**config.mk**
```make
export PLATFORM = sky130hd
export DESIGN_NAME = mem_arbiter
export DESIGN_NICKNAME = d
export VERILOG_FILES = /design/src/rtl/mem_arb_pkg.sv /design/src/rtl/mem_arbiter_bus_timer.sv /design/src/rtl/mem_arbiter.sv
export SDC_FILE = /design/constraint.sdc
export NUM_CORES = 1
export LEC_CHECK = 0
export CAP_MARGIN = 15
export CORE_ASPECT_RATIO = 1.2
export CORE_MARGIN = 2
export CORE_UTILIZATION = 35
export CTS_CLUSTER_SIZE = 16
export DETAILED_ROUTE_END_ITERATION = 8
export PLACE_DENSITY = 0.8
export SLEW_MARGIN = 20
export SYNTH_ARGS = -nofsm -noshare
export SYNTH_HDL_FRONTEND = slang
export SYNTH_SLANG_ARGS = --single-unit
```
**constraint.sdc**
```tcl
create_clock -name clk -period 2.2 [get_ports clk]
set_input_delay 0.22 -clock clk [delete_from_list [all_inputs] [get_ports clk]]
set_output_delay 0.22 -clock clk [all_outputs]
set_load 0.01 [all_outputs]
```
**src/rtl/mem_arb_pkg.sv**
```systemverilog
`default_nettype none
// ============================================================================
// Module   : mem_arb_pkg
// Brief    : Shared types and Wishbone widths for the instruction/data arbiter.
// Revision : 1.0
// ============================================================================
package mem_arb_pkg;

    localparam int c_ADDR_W = 32;
    localparam int c_DATA_W = 32;
    localparam int c_SEL_W  = 4;

    typedef enum logic [2:0] {
        ST_IDLE   = 3'd0,
        ST_I_REQ  = 3'd1,
        ST_I_WAIT = 3'd2,
        ST_D_REQ  = 3'd3,
        ST_D_WAIT = 3'd4
    } arb_state_t;

    typedef enum logic {
        GRANT_I = 1'b0,
        GRANT_D = 1'b1
    } grant_t;

endpackage
`default_nettype wire

```
**src/rtl/mem_arbiter_bus_timer.sv**
```systemverilog
`default_nettype none
// ============================================================================
// Module   : bus_timer
// Brief    : Counts bus cycles without an ack; flags the cycle that hits TIMEOUT.
// Revision : 1.0
// ============================================================================
module bus_timer #(
    parameter int TIMEOUT = 255
) (
    input  logic clk,
    input  logic rst,
    input  logic clear,
    input  logic enable,
    output logic expired
);

    localparam int             c_W    = $clog2(TIMEOUT + 1);
    localparam logic [c_W-1:0] c_LAST = c_W'(TIMEOUT - 1);

    logic [c_W-1:0] r_count;

    always_ff @(posedge clk or negedge rst) begin
        if (!rst) begin
            r_count <= '0;
        end else if (clear) begin
            r_count <= '0;
        end else if (enable) begin
            r_count <= r_count + c_W'(1);
        end
    end

    // High in the cycle whose increment would reach TIMEOUT
    assign expired = enable && (r_count == c_LAST);

endmodule
`default_nettype wire

```
**src/rtl/mem_arbiter.sv**
```systemverilog
`default_nettype none
// ============================================================================
// Module   : mem_arbiter
// Brief    : Round-robin arbiter sharing one pipelined Wishbone master between
//            an instruction-fetch port and a data port, with bus timeout.
// Revision : 1.0
// ============================================================================
module mem_arbiter
    import mem_arb_pkg::*;
#(
    parameter int TIMEOUT    = 255,
    parameter bit DATA_FIRST = 1'b1
) (
    input  logic                clk,
    input  logic                rst,
    input  logic                i_stb,
    input  logic [c_ADDR_W-1:0] i_addr,
    output logic                i_ack,
    output logic                i_err,
    output logic [c_DATA_W-1:0] i_data,
    input  logic                d_stb,
    input  logic                d_we,
    input  logic [c_ADDR_W-1:0] d_addr,
    input  logic [c_DATA_W-1:0] d_wr_data,
    input  logic [c_SEL_W-1:0]  d_sel,
    output logic                d_ack,
    output logic                d_err,
    output logic [c_DATA_W-1:0] d_rd_data,
    output logic                m_cyc,
    output logic                m_stb,
    output logic                m_we,
    output logic [c_ADDR_W-1:0] m_addr,
    output logic [c_DATA_W-1:0] m_wr_data,
    output logic [c_SEL_W-1:0]  m_sel,
    input  logic                m_ack,
    input  logic                m_stall,
    input  logic [c_DATA_W-1:0] m_rd_data
);

    // With DATA_FIRST=0 the stored flag is inverted so reset still alternates fairly
    localparam logic c_RR_POL = (DATA_FIRST == 1'b0);

    arb_state_t r_state;
    logic       r_rr;

    logic   w_i_req;
    logic   w_d_req;
    logic   w_start;
    grant_t w_grant;
    logic   w_i_own;
    logic   w_d_own;
    logic   w_expired;
    logic   w_done;

    // A port that is seeing its err pulse is about to drop stb; do not re-grant it
    assign w_i_req = i_stb && !i_err;
    assign w_d_req = d_stb && !d_err;
    assign w_start = (r_state == ST_IDLE) && (w_i_req || w_d_req);
    assign w_grant = (w_d_req && (!w_i_req || (r_rr == c_RR_POL))) ? GRANT_D : GRANT_I;

    assign w_i_own = (r_state == ST_I_REQ) || (r_state == ST_I_WAIT);
    assign w_d_own = (r_state == ST_D_REQ) || (r_state == ST_D_WAIT);
    assign w_done  = m_ack || w_expired;

    assign i_ack     = w_i_own && m_ack;
    assign d_ack     = w_d_own && m_ack;
    assign i_data    = m_rd_data;
    assign d_rd_data = m_rd_data;

    bus_timer #(
        .TIMEOUT (TIMEOUT)
    ) u_bus_timer (
        .clk     (clk),
        .rst     (rst),
        .clear   (w_start),
        .enable  ((w_i_own || w_d_own) && !m_ack),
        .expired (w_expired)
    );

    always_ff @(posedge clk or negedge rst) begin
        if (!rst) begin
            r_state   <= ST_IDLE;
            r_rr      <= 1'b0;
            m_cyc     <= 1'b0;
            m_stb     <= 1'b0;
            m_we      <= 1'b0;
            m_addr    <= '0;
            m_wr_data <= '0;
            m_sel     <= '0;
            i_err     <= 1'b0;
            d_err     <= 1'b0;
        end else begin
            i_err <= 1'b0;
            d_err <= 1'b0;
            case (r_state)
                ST_IDLE: begin
                    if (w_start) begin
                        m_cyc <= 1'b1;
                        m_stb <= 1'b1;
                        r_rr  <= (w_grant == GRANT_D) ^ c_RR_POL;
                        if (w_grant == GRANT_D) begin
                            r_state   <= ST_D_REQ;
                            m_we      <= d_we;
                            m_addr    <= d_addr;
                            m_wr_data <= d_wr_data;
                            m_sel     <= d_sel;
                        end else begin
                            r_state   <= ST_I_REQ;
                            m_we      <= 1'b0;
                            m_addr    <= i_addr;
                            m_wr_data <= '0;
                            m_sel     <= '1;
                        end
                    end
                end
                ST_I_REQ, ST_D_REQ, ST_I_WAIT, ST_D_WAIT: begin
                    if (w_done) begin
                        r_state <= ST_IDLE;
                        m_cyc   <= 1'b0;
                        m_stb   <= 1'b0;
                        if (!m_ack) begin
                            i_err <= w_i_own;
                            d_err <= w_d_own;
                        end
                    end else if ((r_state == ST_I_REQ) && !m_stall) begin
                        r_state <= ST_I_WAIT;
                        m_stb   <= 1'b0;
                    end else if ((r_state == ST_D_REQ) && !m_stall) begin
                        r_state <= ST_D_WAIT;
                        m_stb   <= 1'b0;
                    end
                end
                default: begin
                    r_state <= ST_IDLE;
                    m_cyc   <= 1'b0;
                    m_stb   <= 1'b0;
                end
            endcase
        end
    end

endmodule
`default_nettype wire

```
**Yosys cells after proc, flatten, opt, wreduce, memory -nomap -nowiden**

Cells that the tools add are included.

- Add/sub/neg operators: 1
- Equal/unequal tests: 8
- Multiplexer cells: 26
- Bitwise gates (word level): 1
- Reduce and logical (&&, ||, !) cells: 27

Operators by type and width:

| operator | count |
|---|---|
| $mux 32 | 2 |
| $mux 8 | 2 |
| $mux 1 | 13 |
| $mux 3 | 4 |
| $logic_and 1x1->1 | 10 |
| $add 8x1->8 const B | 1 |
| $eq 8x8->1 const B | 1 |
| $eq 3x2->1 const B | 2 |
| $logic_or 1x1->1 | 6 |
| $pmux 3 s2 | 1 |
| $reduce_and 2->1 | 3 |
| $logic_not 1->1 | 5 |
| $mux 4 | 1 |
| $ne 4x4->1 const B | 1 |
| $pmux 1 s2 | 2 |
| $reduce_or 4->1 | 1 |
| $eq 3x1->1 const B | 1 |
| $eq 3x3->1 const B | 1 |
| $logic_not 3->1 | 1 |
| $mux 2 | 1 |
| $ne 2x1->1 const B | 1 |
| $ne 2x2->1 const B | 1 |
| $reduce_bool 2->1 | 1 |
| $not 1->1 | 1 |

- Flip-flop bits (word level): 85
- Input bits: 139
- Output and inout bits: 139
- Logic and storage cells: 74

**Longest topological paths before layout**

- Depth in word-level cells: 9
- Gate-level depth with buffers: 7

**By module**

Synthesis repeated with hierarchy kept, for this count alone.

- Cell total of the unflattened synthesis: 404
- Area total of the unflattened synthesis: 4057.6 µm²

Modules (own cells, without submodules):

| module | times used | cells an instance | area each (µm²) | sequential area each (µm²) |
|---|---|---|---|---|
| mem_arbiter | 1 | 363 | 3646.0 | 1901.8 |
| bus_timer | 1 | 41 | 411.6 | 200.2 |

**Worst setup path after synthesis**

No wires, ideal clock.

- Kind: reg2reg
- Start point: reg r_state[0]
- End point: reg u_bus_timer.r_count[6]
- Arrival: 1614 ps
- Data required time: 2071 ps
- Setup slack: 456 ps
- Cell stages (with the launch flop): 6
- Clock period less this slack: 1744 ps
- Path through: dfrtp_1 buf_2 o21a_1 or4b_2 o211ai_1 o31ai_1

- Cells in the longest elaborated chain, start to end: 5

Ends and longest elaborated chain:

| element | line | RTL |
|---|---|---|
| start: declaration | mem_arbiter.sv:43 | `arb_state_t r_state;` |
| start signal: assignment | mem_arbiter.sv:82 | `r_state <= ST_IDLE;` |
| start signal: assignment | mem_arbiter.sv:102 | `r_state <= ST_D_REQ;` |
| start signal: assignment | mem_arbiter.sv:108 | `r_state <= ST_I_REQ;` |
| $eq 3x1->1 (tied with other cells) | mem_arbiter.sv:61 | `assign w_i_own = (r_state == ST_I_REQ) \|\| (r_state == ST_I_WAIT);` |
| $logic_or 1x1->1, on equally long branches | mem_arbiter.sv:61, mem_arbiter.sv:62 |  |
| $logic_or 1x1->1 | mem_arbiter.sv:76 | `.enable ((w_i_own \|\| w_d_own) && !m_ack),` |
| $logic_and 1x1->1 | mem_arbiter.sv:76 |  |
| $reduce_bool 2->1 (no line) | -- |  |
| end signal: assignment | mem_arbiter_bus_timer.sv:28 | `r_count <= r_count + c_W'(1);` |
| end: declaration | mem_arbiter_bus_timer.sv:20 | `logic [c_W-1:0] r_count;` |

Several ways; a longest one is shown, not always the timed one.
A chain may end at the register's enable or synchronous reset.

**Final worst setup path**

- Start point: reg r_state[1]
- End point: out d_ack

- Cells in the longest elaborated chain, start to end: 3

Ends and longest elaborated chain:

| element | line | RTL |
|---|---|---|
| $eq 3x2->1 or $eq 3x3->1 (tied branches) | mem_arbiter.sv:62 | `assign w_d_own = (r_state == ST_D_REQ) \|\| (r_state == ST_D_WAIT);` |
| $logic_or 1x1->1 (*) | mem_arbiter.sv:62 |  |
| $logic_and 1x1->1 (*) | mem_arbiter.sv:66 | `assign d_ack = w_d_own && m_ack;` |
| end: declaration | mem_arbiter.sv:26 | `output logic d_ack,` |

Every way passes the cells marked *; elsewhere a longest branch is shown, timed or not.

==> flow_metrics.py <==
metrics = {
    "routing": {
        "drc": 0,
        "via_per_inst": 5.13,
        "wl_per_cell_um": 18.0,
        "ant_nets": 0,
        "drt-total-wl_um": 11700,
        "drt_first_pass_iters": 6,
        "drt_iter0_drc": 154,
        "num_vias": 3348,
    },
    "yosys": {
        "synthCells": 403,
        "ys_types": 33,
        "yosysSeqAreaShare_pct": 52.9,
        "synth_seq_cells": 84,
        "synth_edf_count": 0,
        "ys_warn_count": 0,
        "async_flop_share_pct": 100,
        "synthesis.nets": 544,
        "postSynthAreaPerCell_um2": 9.87,
        "synth.cell_area_mm2": 0.00398,
        "synthFlopType": "dfrtp_1",
    },
    "layout": {
        "area_delta_synth_final_pct": 45.5,
        "layout.nets": 657,
        "drive_gt1_share_pct": 6.14,
        "fin_area_mm2": 0.00579,
        "n_fill_cell": 997,
        "finalNonFillerCells": 653,
        "most-common-layout-cells": "clkdlybuf4s50_1 (180), dfrtp_1 (84), a21oi_1 (67), nand2_1 (41), nor2_1 (35)",
        "n_antenna_cell": 0,
        "layout_commonest_cell": "clkdlybuf4s50_1",
    },
    "global_routing": {
        "grt_overflow_total": 0,
        "grt_pass1_wl_um": 17500,
        "grt_pass1_vias": 3398,
        "antenna_found_initial": 0,
        "grt_usage_pct": 18.8,
        "grt_max_degree": 53,
    },
    "flow_run": {
        "maxCapViolCount": 0,
    },
    "pwr": {
        "p_int_mw": 4.85,
        "p_total_mw": 7.48,
        "power_switching_share_pct": 35.2,
        "irDropWorstVdd_v": 0.000595,
        "combPwrFrac_pct": 45.4,
        "leakage_nw": 2.44,
        "clockPowerShare_pct": 20.6,
        "seqPwrFrac_pct": 33.9,
        "p_sw_mw": 2.63,
        "powerDensity_mw_per_mm2": 1290,
    },
    "timing": {
        "fmaxAchievable_mhz": 485,
        "setup_viol": 0,
        "period_needed_ns": 2.06,
        "drv_slew": 0,
        "tightest_slew_ns": 0.560,
        "fin_setup_tns_ns": 0,
        "skew_ns": 0.00841,
        "grt_setup_unrepaired": "no",
        "period_share_pct": 93.7,
        "setup_slack_ns": 0.139,
        "max_slew_margin_pct": 62.7,
        "hold_viol_final": 0,
    },
    "critical_path": {
        "critical_path_arrival_ns": 1.84,
        "path_class": "reg2out",
        "startpoint_type": "register",
        "worstPathBufferInverterCount": 1,
        "endpoint_kind": "output pin",
        "max_stage_delay_ns": 0.54,
        "required_ns": 1.98,
        "r2r_cells": 4,
        "critPathMaxFanout": 8,
        "cp_top_family": "buffers and inverters",
        "worstSetupPathDepth": 4,
        "crit_chain": "nand2_1 -> o21ai_0 -> and2_1 -> clkdlybuf4s50_1",
        "critPathSlowestCell": "clkdlybuf4s50_1",
    },
    "cts": {
        "cts_buffers": 9,
        "cts.path.max_buffers": 2,
        "cts-root-buf": "clkbuf_16",
        "cts.sinks": 84,
        "clk_latency_ns": 0.34,
        "htreeDepth": 3,
        "clk_pin_slew_worst_paths_ns": 0.06,
        "cts_tree": "yes",
    },
    "placement": {
        "place_ws_ns": 0.202,
        "place_area_mm2": 0.00547,
        "place_congestion": 0.799,
        "dp.cells": 636,
        "portBuffers": 181,
        "dpl.hpwl_um": 8440,
    },
    "floorplanning": {
        "die-height_um": 121,
        "die_area_mm2": 0.0122,
        "dieWidth_um": 101,
        "ios": 278,
        "initial_core_util_pct": 36.0,
        "fp.coreArea_mm2": 0.0110,
        "rows": 42,
    },
    "min_path": {
        "hold_path.class": "in2async",
    },
    "status": {
        "status": "finished, final reports clean",
    },
}
## state kept, by name, summed over array words and instances, names as in the netlist
register,flops
m_sel,4
d_err,1
m_we,1
r_rr,1
i_err,1
m_cyc,1
u_bus_timer.r_count,8
m_wr_data,32
m_addr,32
r_state,3
## worst reg2reg max path: stages, from the launching register on
cell	delay [ns]
dfrtp_1	0.47
o21a_1	0.22
or4b_2	0.66
o211ai_1	0.20
o31ai_1	0.10
## power by group through the flow
stage	sequential [mW]	clock, mW	combinational, mW
floorplan	2.76	0	1.49
global placement	2.53	0	3.33
detailed placement	2.55	0	3.42
CTS	2.54	1.58	3.44
global route	2.61	1.67	3.68
finish	2.54	1.55	3.40
## cell families after synthesis
group                    count (synthesis)  synth area share, %
XOR/XNOR                                 2                0.441
multiplexers                             1                0.252
adder cells (fa/ha/maj)                  2                0.629
AND/OR/NAND/NOR                        102                 11.2
buffers and inverters                   91                 15.3
flip-flops                              84                 52.9
AO/OA/AOI/OAI                          121                 19.4
## Yosys cell counts, types with 2 or more instances
master	count	area, um^2
a21oi_1	67	335
a22o_1	33	289
and2_1	2	12.5
buf_2	15	75.1
buf_4	64	480
clkbuf_1	9	33.8
dfrtp_1	84	2100
ha_1	2	25.0
nand2_1	41	154
nand3_1	6	30.0
nand4_1	2	12.5
nor2_1	36	135
nor2b_1	3	18.8
nor3_1	2	10.0
nor3b_1	2	15.0
o211ai_1	3	22.5
o21a_1	2	15.0
o21ai_0	7	35.0
o22a_1	4	35.0
o31ai_1	5	37.5
or3_1	2	12.5
## final cells by class
cell class | count | area [um^2] | area share [%]
multi-input cells | 228 | 1280 | 22.2
well taps | 132 | 165 | 2.85
clock buffers | 9 | 225 | 3.89
flip-flops and latches | 84 | 2100 | 36.3
clock inverters | 7 | 73.8 | 1.28
repair buffers | 192 | 1930 | 33.4
inverters | 1 | 3.75 | 0.0649
## repair_timing
item / CTS / global route
gates resized for setup: 0 / 1
hold buffers: 1 / 0
endpoints found under the hold margin: 33 / 0
buffers inserted: 0 / 0
endpoints found under the setup margin: 0 / 2
## metrics by stage
stage,hold slack (ns),util [%]
after floorplan,-0.0756,-
after global placement,0.200,49.6
final,0.383,52.4
after CTS,0.404,52.4
after detailed placement,0.208,49.6
after global routing,0.409,52.4
## worst paths after layout
kind / from / end / slack [ns]
min reg2reg: r_rr / r_rr / 0.48
max reg2reg: r_state[1] / u_bus_timer.r_count[6] / 0.42
max in group asynchronous: rst / m_wr_data[15] / 1.19
max: r_state[1] / d_ack / 0.14
min in group clk: i_addr[20] / m_addr[20] / 0.41
min: rst / m_addr[26] / 0.38
## metal layers
| metal | share of wire (%) | global-route usage, % |
|---|---|---|
| met1 | 37 | 20.6 |
| met2 | 52 | 32.0 |
| met3 | 8.0 | 6.76 |
| met4 | 3.7 | 8.95 |
| met5 | 0 | 0 |
No activity file was read; power rests on OpenSTA's default activity.
